$ cat src/rtl/seq_div_pkg.sv
// Shared types and constants for the sequential restoring divider.
package seq_div_pkg;

    typedef enum logic [1:0] {
        IDLE = 2'd0,
        RUN  = 2'd1,
        DONE = 2'd2
    } state_e;

    localparam int WIDTH_DEF = 16;
    localparam int CNT_W_DEF = $clog2(WIDTH_DEF + 1);

endpackage

$ cat src/rtl/div_controller.sv
// IDLE/RUN/DONE sequencer for seq_divider; the datapath lives in the top.
module div_controller
    import seq_div_pkg::*;
(
    input  logic clk,
    input  logic rst,
    input  logic start_i,
    input  logic cnt_last_i,
    input  logic zero_div_i,
    output logic load_o,
    output logic step_o,
    output logic done_o,
    output logic busy_o,
    output logic ready_o
);

    state_e state_q, state_d;

    always_ff @(posedge clk or negedge rst) begin
        if (!rst) state_q <= IDLE;
        else      state_q <= state_d;
    end

    // done_o strobes on the edge entering DONE so results are valid alongside ready.
    always_comb begin
        state_d = state_q;
        load_o  = 1'b0;
        step_o  = 1'b0;
        done_o  = 1'b0;
        unique case (state_q)
            IDLE: begin
                if (start_i) begin
                    load_o = 1'b1;
                    if (zero_div_i) begin
                        state_d = DONE;
                        done_o  = 1'b1;
                    end else begin
                        state_d = RUN;
                    end
                end
            end
            RUN: begin
                step_o = 1'b1;
                if (cnt_last_i) begin
                    state_d = DONE;
                    done_o  = 1'b1;
                end
            end
            DONE:    state_d = IDLE;
            default: state_d = IDLE;
        endcase
    end

    assign busy_o  = (state_q == RUN);
    assign ready_o = (state_q == DONE);

endmodule

$ cat src/rtl/seq_divider.sv
// Sequential restoring divider, one quotient bit per cycle.
// Define SEQ_DIV_SIGNED_EN for two's-complement operands (magnitude core + sign fix-up).
module seq_divider
    import seq_div_pkg::*;
#(
    parameter int WIDTH = WIDTH_DEF
) (
    input  logic             clk,
    input  logic             rst,
    input  logic             start,
    input  logic [WIDTH-1:0] dividend,
    input  logic [WIDTH-1:0] divisor,
    output logic [WIDTH-1:0] quotient,
    output logic [WIDTH-1:0] remainder,
    output logic             ready,
    output logic             busy,
    output logic             div_by_zero
);

    localparam int CNT_W = $clog2(WIDTH + 1);

    logic [WIDTH-1:0] rem_q, quo_q, dvsr_q, quot_q, remd_q;
    logic [CNT_W-1:0] cnt_q;
    logic             dbz_q;
    logic             load, step, done, zero_div, cnt_last;
    logic [WIDTH-1:0] dvd_mag, dvs_mag, rem_nx, quo_nx, quot_res, remd_res;
    logic [WIDTH:0]   shifted, diff;
    logic             ge;

    assign zero_div = (divisor == '0);
    assign cnt_last = (cnt_q == CNT_W'(1));

    div_controller u_ctrl (
        .clk        (clk),
        .rst        (rst),
        .start_i    (start),
        .cnt_last_i (cnt_last),
        .zero_div_i (zero_div),
        .load_o     (load),
        .step_o     (step),
        .done_o     (done),
        .busy_o     (busy),
        .ready_o    (ready)
    );

    // WIDTH+1-bit subtract: the borrow bit alone decides rem >= divisor.
    assign shifted = {rem_q, quo_q[WIDTH-1]};
    assign diff    = shifted - {1'b0, dvsr_q};
    assign ge      = ~diff[WIDTH];
    assign rem_nx  = ge ? diff[WIDTH-1:0] : shifted[WIDTH-1:0];
    assign quo_nx  = {quo_q[WIDTH-2:0], ge};

`ifdef SEQ_DIV_SIGNED_EN
    logic qneg_q, rneg_q;

    function automatic logic [WIDTH-1:0] mag(input logic [WIDTH-1:0] x);
        return x[WIDTH-1] ? -x : x;
    endfunction

    assign dvd_mag  = mag(dividend);
    assign dvs_mag  = mag(divisor);
    assign quot_res = qneg_q ? -quo_nx : quo_nx;
    assign remd_res = rneg_q ? -rem_nx : rem_nx;

    always_ff @(posedge clk or negedge rst) begin
        if (!rst) begin
            qneg_q <= 1'b0;
            rneg_q <= 1'b0;
        end else if (load) begin
            qneg_q <= dividend[WIDTH-1] ^ divisor[WIDTH-1];
            rneg_q <= dividend[WIDTH-1];
        end
    end
`else
    assign dvd_mag  = dividend;
    assign dvs_mag  = divisor;
    assign quot_res = quo_nx;
    assign remd_res = rem_nx;
`endif

    always_ff @(posedge clk or negedge rst) begin
        if (!rst) begin
            rem_q  <= '0;
            quo_q  <= '0;
            dvsr_q <= '0;
            cnt_q  <= '0;
            quot_q <= '0;
            remd_q <= '0;
            dbz_q  <= 1'b0;
        end else if (load) begin
            rem_q  <= '0;
            quo_q  <= dvd_mag;
            dvsr_q <= dvs_mag;
            cnt_q  <= CNT_W'(WIDTH);
            dbz_q  <= zero_div;
            if (zero_div) begin
                quot_q <= '1;
                remd_q <= dividend;
            end
        end else if (step) begin
            rem_q <= rem_nx;
            quo_q <= quo_nx;
            cnt_q <= cnt_q - CNT_W'(1);
            if (done) begin
                quot_q <= quot_res;
                remd_q <= remd_res;
            end
        end
    end

    assign quotient    = quot_q;
    assign remainder   = remd_q;
    assign div_by_zero = dbz_q;

endmodule

$ cat config.mk
export PLATFORM = sky130hd
export DESIGN_NAME = seq_divider
export DESIGN_NICKNAME = d
export VERILOG_FILES = /design/src/rtl/seq_div_pkg.sv /design/src/rtl/div_controller.sv /design/src/rtl/seq_divider.sv
export SDC_FILE = /design/constraint.sdc
export NUM_CORES = 1
export LEC_CHECK = 0
export CAP_MARGIN = 20
export CORE_MARGIN = 2
export CORE_UTILIZATION = 45
export CTS_BUF_LIST = sky130_fd_sc_hd__clkbuf_16
export CTS_CLUSTER_SIZE = 12
export DETAILED_ROUTE_END_ITERATION = 6
export GPL_ROUTABILITY_DRIVEN = 0
export PLACE_DENSITY = 0.7
export REMOVE_ABC_BUFFERS = 1
export SYNTH_ARGS = -nofsm -noshare
export SYNTH_HDL_FRONTEND = slang
export SYNTH_HIERARCHICAL = 1
export SYNTH_SLANG_ARGS = --single-unit
export TNS_END_PERCENT = 10
$ cat constraint.sdc
create_clock -name clk -period 4.5 [get_ports clk]
set_input_delay 0.45 -clock clk [delete_from_list [all_inputs] [get_ports clk]]
set_output_delay 0.45 -clock clk [all_outputs]
set_load 0.02 [all_outputs]
==> flow_metrics.tcl, run 1 <==
set metrics [dict create \
    run_status "completed" \
    worstRegToRegCells 11 \
    dp_hpwl_mm 9.63 \
    die-height_um 112 \
    critPathRequiredTime_ps 4770 \
    dieArea_um2 12600 \
    cpMaxStageDelayCell "nor4_1" \
    grt_max_degree 102 \
    clk_latency_ps 350 \
    clockBufferDepth 2 \
    wl_mm 13.8 \
    fin_crit_ps 3490 \
    multi_input_area_um2 2780 \
    synth_async_sr_flop_share_pct 100 \
    antenna_found_initial 0 \
    port_buffers 69 \
    dr.pass1.iters 5 \
    synth_area_um2 5280 \
    syn_avg_cell_area_um2 9.28 \
    syn_to_final_growth_pct 19.2 \
    fin_crit_sh_pct 77.6 \
    initial_core_util_pct 46.3 \
    grtUsageTotal_pct 22.4 \
    cap_violations 0 \
    tns_ps 0 \
    cp_num_buf_inv 2 \
    worst-slew-pin-transition_ps 963 \
    nFillCells 1048 \
    dp.cells 748 \
    stdcell_area_um2 6300 \
    numCtsBuffers 9 \
    critPathArrivalTime_ps 3760 \
    cts_tree "done" \
    hold_path.class "primary input to asynchronous set/reset pin" \
    ys.flop_type "dfrtp_1" \
    cts_root_buffer "clkbuf_16" \
    htreeDepth 3 \
    cpPeakStageDelay_ps 730 \
    clk_pin_slew_ps 60 \
    cts_hold_buf 0 \
    synth-edff-count 0 \
    drive_above_1_share_pct 6.94 \
    power_density_nw_per_um2 968 \
    num-nets-final 670 \
    drc 0 \
    synth_cell_types 69 \
    ios 70 \
    slew_violations 0 \
    drtIter0Drc 412 \
    ant_nets 0 \
    path_cells "clkdlybuf4s50_1 -> nor4_1 -> and4_1 -> a32o_2 -> and2_1 -> a21o_1 -> buf_12 -> nor2_1 -> a41o_1 -> a31oi_1" \
    grt_pass1_vias 4382 \
    grt-ovfl-total 0 \
    wire_per_inst_um 18.1 \
    cp_max_fo 26 \
    cp-end-kind "register" \
    n_antenna_cell 0 \
    grt_setup_unrepaired "false" \
    seq_area_um2 2200 \
    fin_cells 763 \
    rows 39 \
    grt_pass1_wl_mm 22.6 \
    startpoint_type "primary input" \
    fin_worst_skew_ps 7.81 \
    cts_sinks 88 \
    p_leak_nw 2.67 \
    fin_util_pct 55.2 \
    fmax_mhz 286 \
    synthCells 569 \
    ir_drop_mv 0.394 \
    synth-warning-count 6 \
    yosysSeqAreaShare_pct 41.7 \
    cts_resized 0 \
    vias 4657 \
    cp_top_family "simple AND/OR/NAND/NOR gates" \
    synth-seq-cells 88 \
    hold_viol_final 0 \
    core_area_um2 11400 \
    max_slew_margin_pct 35.8 \
    place_area_um2 6020 \
    critical_path_depth 10 \
    setup_viol 0 \
    worstSetupPathType "primary input to register" \
    post_cts_buffers 0 \
    via_per_inst 6.10 \
    die_w_um 112 \
]
==> final timing paths <==
check | startpoint | to | slack, ps
setup / recovery | divisor[2] | remainder[10] | 1010
hold / removal | rst | quotient[4] | 80
setup reg to reg | quo_q[15] | rem_q[0] | 1200
hold reg to reg | quotient[11] | quotient[11] | 490
max in group asynchronous | rst | dvsr_q[13] | 3440
min in group clk | quotient[11] | quotient[11] | 490
==> cell usage after synthesis (9+ instances only) <==
library cell / number / share of area, %
nor4_1: 9 / 1.1
o21ai_0: 43 / 4.1
dfrtp_1: 88 / 42
a21oi_1: 23 / 2.2
xnor2_1: 9 / 1.5
nor3_1: 11 / 1.0
a311oi_1: 9 / 1.5
inv_1: 25 / 1.8
nand4_1: 13 / 1.5
clkbuf_1: 22 / 1.6
nor2_1: 47 / 3.3
ha_1: 18 / 4.3
mux2i_1: 17 / 3.2
nand3_1: 21 / 2.0
o22a_1: 16 / 2.7
nand2_1: 48 / 3.4
==> worst reg2reg max path: stages (launching register included) <==
cell      delay, ps
dfrtp_1         400
inv_1            70
ha_1            170
inv_1            60
fa_1            410
a21oi_1         240
o311a_4         270
a21o_4          180
a211o_1         720
buf_4           320
nand3_1          90
a311oi_1        250
==> layout by cell type, fill, tap and decap left out, types with 4 or more instances in the layout <==
cell type / instances
a211o_1: 5
a41oi_1: 4
clkdlybuf4s50_1: 68
o22a_1: 16
dfrtp_1: 88
o22ai_1: 4
nor3_1: 11
o2111ai_1: 5
and3_1: 7
a21o_1: 8
a31oi_1: 7
o31ai_1: 6
o21ai_0: 43
nand4_1: 13
a311oi_1: 9
nand3_1: 21
o211ai_1: 6
nor2b_1: 8
and2_1: 6
buf_4: 8
o21ai_1: 4
a211oi_1: 6
nand2_1: 48
clkbuf_16: 9
nor4_1: 9
nor2_1: 47
a21oi_1: 23
ha_1: 18
inv_1: 27
xnor2_1: 9
mux2i_1: 17
==> report_power, final <==
| part | leakage [nW] | internal, mW | total (mW) | switching (mW) |
|---|---|---|---|---|
| logic | 1.49 | 1.61 | 3.87 | 2.26 |
| registers | 1.04 | 1.19 | 1.50 | 0.310 |
| clock network | 0.141 | 0.420 | 0.729 | 0.309 |
| total | 2.67 | 3.22 | 6.10 | 2.88 |
==> flip-flops by register name, summed over array words and instances, names as in the netlist <==
name / count
rem_q: 16
u_ctrl/state_q: 2
dvsr_q: 16
quotient: 16
remainder: 16
div_by_zero: 1
cnt_q: 5
quo_q: 16
==> area by class of cell <==
class	instances	share of cell area, %
Clock inverter	6	0.854
Timing Repair Buffer	77	12.1
Inverter	26	1.55
Clock buffer	9	3.58
Multi-Input combinational cell	414	44.1
Sequential cell	88	35.0
Tap cell	143	2.84
==> stage by stage <==
stage	worst slack [ps]	total power [mW]	hold WS [ps]
finish	1010	6.10	83.9
global route	807	6.58	137
CTS	1030	6.08	118
detailed placement	700	5.33	482
global placement	853	5.26	471
floorplan	711	4.22	154
==> kinds of logic (layout without fill, tap and decap cells) <==
| logic type | Yosys count | in the layout | share of synthesized area, % |
|---|---|---|---|
| and+or+nand+nor | 181 | 181 | 16.4 |
| muxes | 20 | 20 | 3.86 |
| AOI/OAI and AO/OA | 182 | 182 | 25.7 |
| DFF | 88 | 88 | 41.7 |
| xor gates and xnor gates | 12 | 12 | 1.99 |
| buffers and inverters | 67 | 118 | 5.71 |
| adders and majority gates | 19 | 19 | 4.64 |
==> per-layer routing <==
layer	vias up	GRT usage, %	share of wire [%]
met5	-	0	0
li1	2205	-	-
met4	0	10.2	3.1
met3	26	3.02	5.0
met2	157	35.5	47
met1	2269	30.7	45
(Power assumes the default switching activity.)
==> inputs of run 2 (changes only) <==
==> constraint.sdc (replaced) <==
create_clock -name clk -period 3.53 [get_ports clk]
set_input_delay 0.353 -clock clk [delete_from_list [all_inputs] [get_ports clk]]
set_output_delay 0.353 -clock clk [all_outputs]
set_load 0.02 [all_outputs]
==> run 2 against run 1 <==
Against the previous run:
- first-iteration DRC count grew 23%
- die area stayed put
- via count rose by 0.97%
- sequential share of layout area shrank 0.51 points
- largest power group unchanged
- wire length is 0.28% higher
- register-to-register slack got worse by 640 ps
- flip-flop and latch count unchanged
- clock power is 31% higher
- sequential power up 27%
==> flow_metrics.tcl, run 2 (synthesis results as in run 1) <==
set metrics [dict create \
    run_status "completed" \
    cp-end-kind "register" \
    drive_above_1_share_pct 8.87 \
    fmax_mhz 337 \
    drc 0 \
    port_buffers 69 \
    die-height_um 112 \
    path_cells "ha_1 -> a21o_1 -> a211o_1 -> a211oi_2 -> a41o_2 -> o22ai_1 -> o31ai_1" \
    worstSetupPathType "register to register" \
    critPathRequiredTime_ps 3770 \
    die_w_um 112 \
    r2r-start "rem_q[12]" \
    vias 4702 \
    numCtsBuffers 9 \
    whs_ps 137 \
    cpMaxStageDelayCell "dfrtp_1" \
    drtIter0Drc 505 \
    grt-ovfl-total 0 \
    p_leak_nw 2.72 \
    hold_path.class "primary input to asynchronous set/reset pin" \
    grtUsageTotal_pct 22.5 \
    cpPeakStageDelay_ps 440 \
    worst-slew-pin-transition_ps 878 \
    final_common_cell "dfrtp_1" \
    cts_root_buffer "clkbuf_16" \
    multi_input_area_um2 2780 \
    antenna_found_initial 0 \
    fin_crit_sh_pct 84.1 \
    fin_util_pct 56.0 \
    dr.pass1.iters 6 \
    wl_mm 13.8 \
    core_area_um2 11400 \
    grt_pass1_wl_mm 23.0 \
    clk_latency_ps 340 \
    fin_crit_ps 2970 \
    setup_viol 0 \
    nFillCells 1051 \
    grt_pass1_vias 4548 \
    syn_to_final_growth_pct 21.0 \
    critPathArrivalTime_ps 3210 \
    ios 70 \
    dp_hpwl_mm 9.86 \
    cp_max_fo 23 \
    cts_resized 0 \
    wire_per_inst_um 17.8 \
    ant_nets 0 \
    cp_num_buf_inv 0 \
    fin_cells 774 \
    startpoint "rem_q[12]" \
    n_antenna_cell 0 \
    htreeDepth 3 \
    place_area_um2 6090 \
    dieArea_um2 12600 \
    stdcell_area_um2 6390 \
    clockBufferDepth 2 \
    dp.cells 757 \
    cts_hold_buf 0 \
    max_slew_margin_pct 41.5 \
    grt_setup_unrepaired "false" \
    grt_max_degree 72 \
    via_per_inst 6.07 \
    final_cell_mix "dfrtp_1 (88), clkdlybuf4s50_1 (68), nand2_1 (48)" \
    clk_pin_slew_ps 60 \
    power_density_nw_per_um2 1230 \
    seq_area_um2 2200 \
    startpoint_type "register" \
    num-nets-final 680 \
    cts_sinks 88 \
    fin_worst_skew_ps 6.88 \
    slew_violations 0 \
    initial_core_util_pct 46.3 \
    hold_viol_final 0 \
    cts_tree "done" \
    ir_drop_mv 0.473 \
    cap_violations 0 \
    dp_slack_ps 311 \
    post_cts_buffers 0 \
    rows 39 \
    cp_top_family "compound AO/OA/AOI/OAI gates" \
    fin_ws_ps 561 \
]
-- run 2: cell count changes in the layout (fill, tap and decap cells not counted) --
cell,previous run,this run
buf_4,8,18
clkinv_4,0,1
clkinvlp_4,1,2
inv_1,27,25
inv_6,0,1
-- run 2: through the flow --
step                setup TNS (ps)  power [mW]
finish                           0        7.88
CTS                              0        7.86
floorplan                    -1870        5.38
global placement                 0        6.75
detailed placement               0        6.87
global route                     0        8.53
-- run 2: area by class of cell --
type | instances | area share, %
Timing Repair Buffer | 87 | 13.1
Sequential cell | 88 | 34.5
Multi-Input combinational cell | 414 | 43.5
Inverter | 26 | 1.53
Clock inverter | 7 | 1.12
Clock buffer | 9 | 3.52
Tap cell | 143 | 2.80
-- run 2: path summary, 6_finish.rpt --
path	end	slack (ps)	depth (start not counted)
setup reg to reg	rem_q[5]	560	7
max in group asynchronous	quotient[14]	2580	2
hold reg to reg	quotient[4]	490	1
hold / removal	quotient[6]	140	1
setup / recovery	rem_q[5]	560	7
min in group clk	quotient[4]	490	1
-- run 2: per-layer routing --
metal / part of all wire, % / wire length, um / vias to the layer above / track usage (%)
met5: 0 / 0 / - / 0
li1: - / - / 2225 / -
met2: 47 / 6550 / 153 / 36.1
met1: 44 / 6030 / 2298 / 31.2
met4: 2.7 / 374 / 0 / 7.40
met3: 6.3 / 869 / 26 / 3.94
-- run 2: where the power goes --
part	switching [mW]	internal, mW	total, mW
Combinational	2.91	2.11	5.03
Clock	0.410	0.549	0.958
Sequential	0.385	1.51	1.90
Total	3.71	4.17	7.88
-- run 2: worst register-to-register path: cells and delay by family (launching register included) --
kind / cells / cell delay, ps
AOI/OAI and AO/OA: 6 / 2010
adders and majority gates: 1 / 420
DFF: 1 / 440
==> RTL edit (config.mk and constraints of run 2) <==
The option `SEQ_DIV_SIGNED_EN` is turned on by a define.
--- a/src/rtl/seq_divider.sv
+++ b/src/rtl/seq_divider.sv
@@ -1,5 +1,7 @@
 // Sequential restoring divider, one quotient bit per cycle.
 // Define SEQ_DIV_SIGNED_EN for two's-complement operands (magnitude core + sign fix-up).
+`define SEQ_DIV_SIGNED_EN
+
 module seq_divider
     import seq_div_pkg::*;
 #(
Check against the original RTL: same outputs for any inputs over 10 cycles, from zero or initial values and one cycle with rst low; that may be too few to reach the edited logic, so the function may still have changed.
==> RTL edit against run 2 <==
- the flow now finishes with violations (negative setup slack)
- via count rose by 28%
- setup slack got worse by 620 ps
- count of clock-buffer cells in the layout is the same
- non-clock buffer count is 84 higher
- synthesized area up 20%
- final area is 31% higher
- sequential cell count increased by 2
- routed wire length up 30%
Power is not shown: default switching activity piles up to over one toggle a cycle in this logic, so the estimate is an artifact.
==> RTL edit: results (changes against run 2) <==
Setup path
  • Critical Path Sink: remainder[15] (was rem_q[5])
  • Worst path slowest cell: or4_4 (was dfrtp_1)
  • Crit path launch: quo_q[15] (was rem_q[12])
  • Crit path arrival time: 3830 ps (was 3210 ps)
  • CP max FO: 2 (was 23)
  • CP peak stage delay: 550 ps (was 440 ps)
  • Cell family with most CP delay: simple AND/OR/NAND/NOR gates (was compound AO/OA/AOI/OAI gates)

Synthesis
  • Sequential area share after synthesis: 0.355 (was 0.417)
  • Most area-consuming cells after synthesis: dfrtp_1 36%, nor2_1 5.2%, xor2_1 5.1%, a21oi_1 4.9%, mux2i_1 4.6% (was dfrtp_1 42%, ha_1 4.3%, o21ai_0 4.1%, nand2_1 3.4%, nor2_1 3.3%)
  • Synth Area in Compound Gates: 0.214 (was 0.257)
  • Post-Synth XOR/XNOR Area: 0.0967 (was 0.0199)
  • Adder-Cell Fraction of Synth Area: 0.0466 (was 0.0464)
  • Mux share of post-synthesis cell area: 0.0582 (was 0.0386)

Clock network
  • Worst skew pair latency: 360 ps (was 340 ps)

Detailed routing
  • Met1 WL: 7650 um (was 6030 um)
  • DRT Wirelength: 18,000 um (was 13,800 um)
  • Met3 WL: 854 um (was 869 um)
  • Avg Vias per Cell: 5.63 (was 6.07)
  • WL met2: 9030 um (was 6550 um)

GRT
  • M3 GR Usage: 0.0437 (was 0.0394)
  • GRT Overall Usage: 0.240 (was 0.225)
  • Global routing usage on met2: 0.411 (was 0.361)
  • Pin count of the biggest net entering global routing: 81 (was 72)

STA
  • Setup TNS: -116 ps (was 0 ps)
  • # setup viols final: 4 (was 0)
  • Setup WS post-layout: -63.5 ps (was 561 ps)
  • WHS: 491 ps (was 137 ps)

Worst hold path
  • Hold Path Class: flop to flop (was input pin to async pin)

Status
  • Failing checks: negative setup slack
  • Status: finished, violations left (was finished clean)

Finish
  • Nets: 938 (was 680)
==> RTL edit: changes by cell type after synthesis, sizes merged, moves of 12 or more <==
cell	change
nand3	-13
a211oi	+12
mux2i	+12
inv	+13
o22a	-16
a21oi	+39
nand4	-12
xor2	+34
xnor2	+24
nor2	+42
==> RTL edit: what timing repair did <==
action                     CTS  global route
hold endpoints to repair     0             2
setup endpoints to repair    9            29
resized for setup           28            17
hold buffers                 0             1
setup buffers               21             9
pin swaps                   18            14
==> RTL edit: area by class of cell <==
cell class              instances  share of cell area
clock buffers                   9              0.0269
clock inverters                 7             0.00433
inverters                      38              0.0173
multi-input cells             570               0.477
flip-flops and latches         90               0.269
well taps                     180              0.0269
repair buffers                171               0.179
==> RTL edit: stage by stage <==
stage          worst slack, ps  std cells  cell area, sq um
2_1_floorplan             -844        698              6180
3_3_place_gp              -282       1019              7650
3_5_place_dp              -360       1019              7650
4_1_cts                   2.89       1055              8190
5_1_grt                   -187       1065              8370
6_report                 -63.5       1065              8370
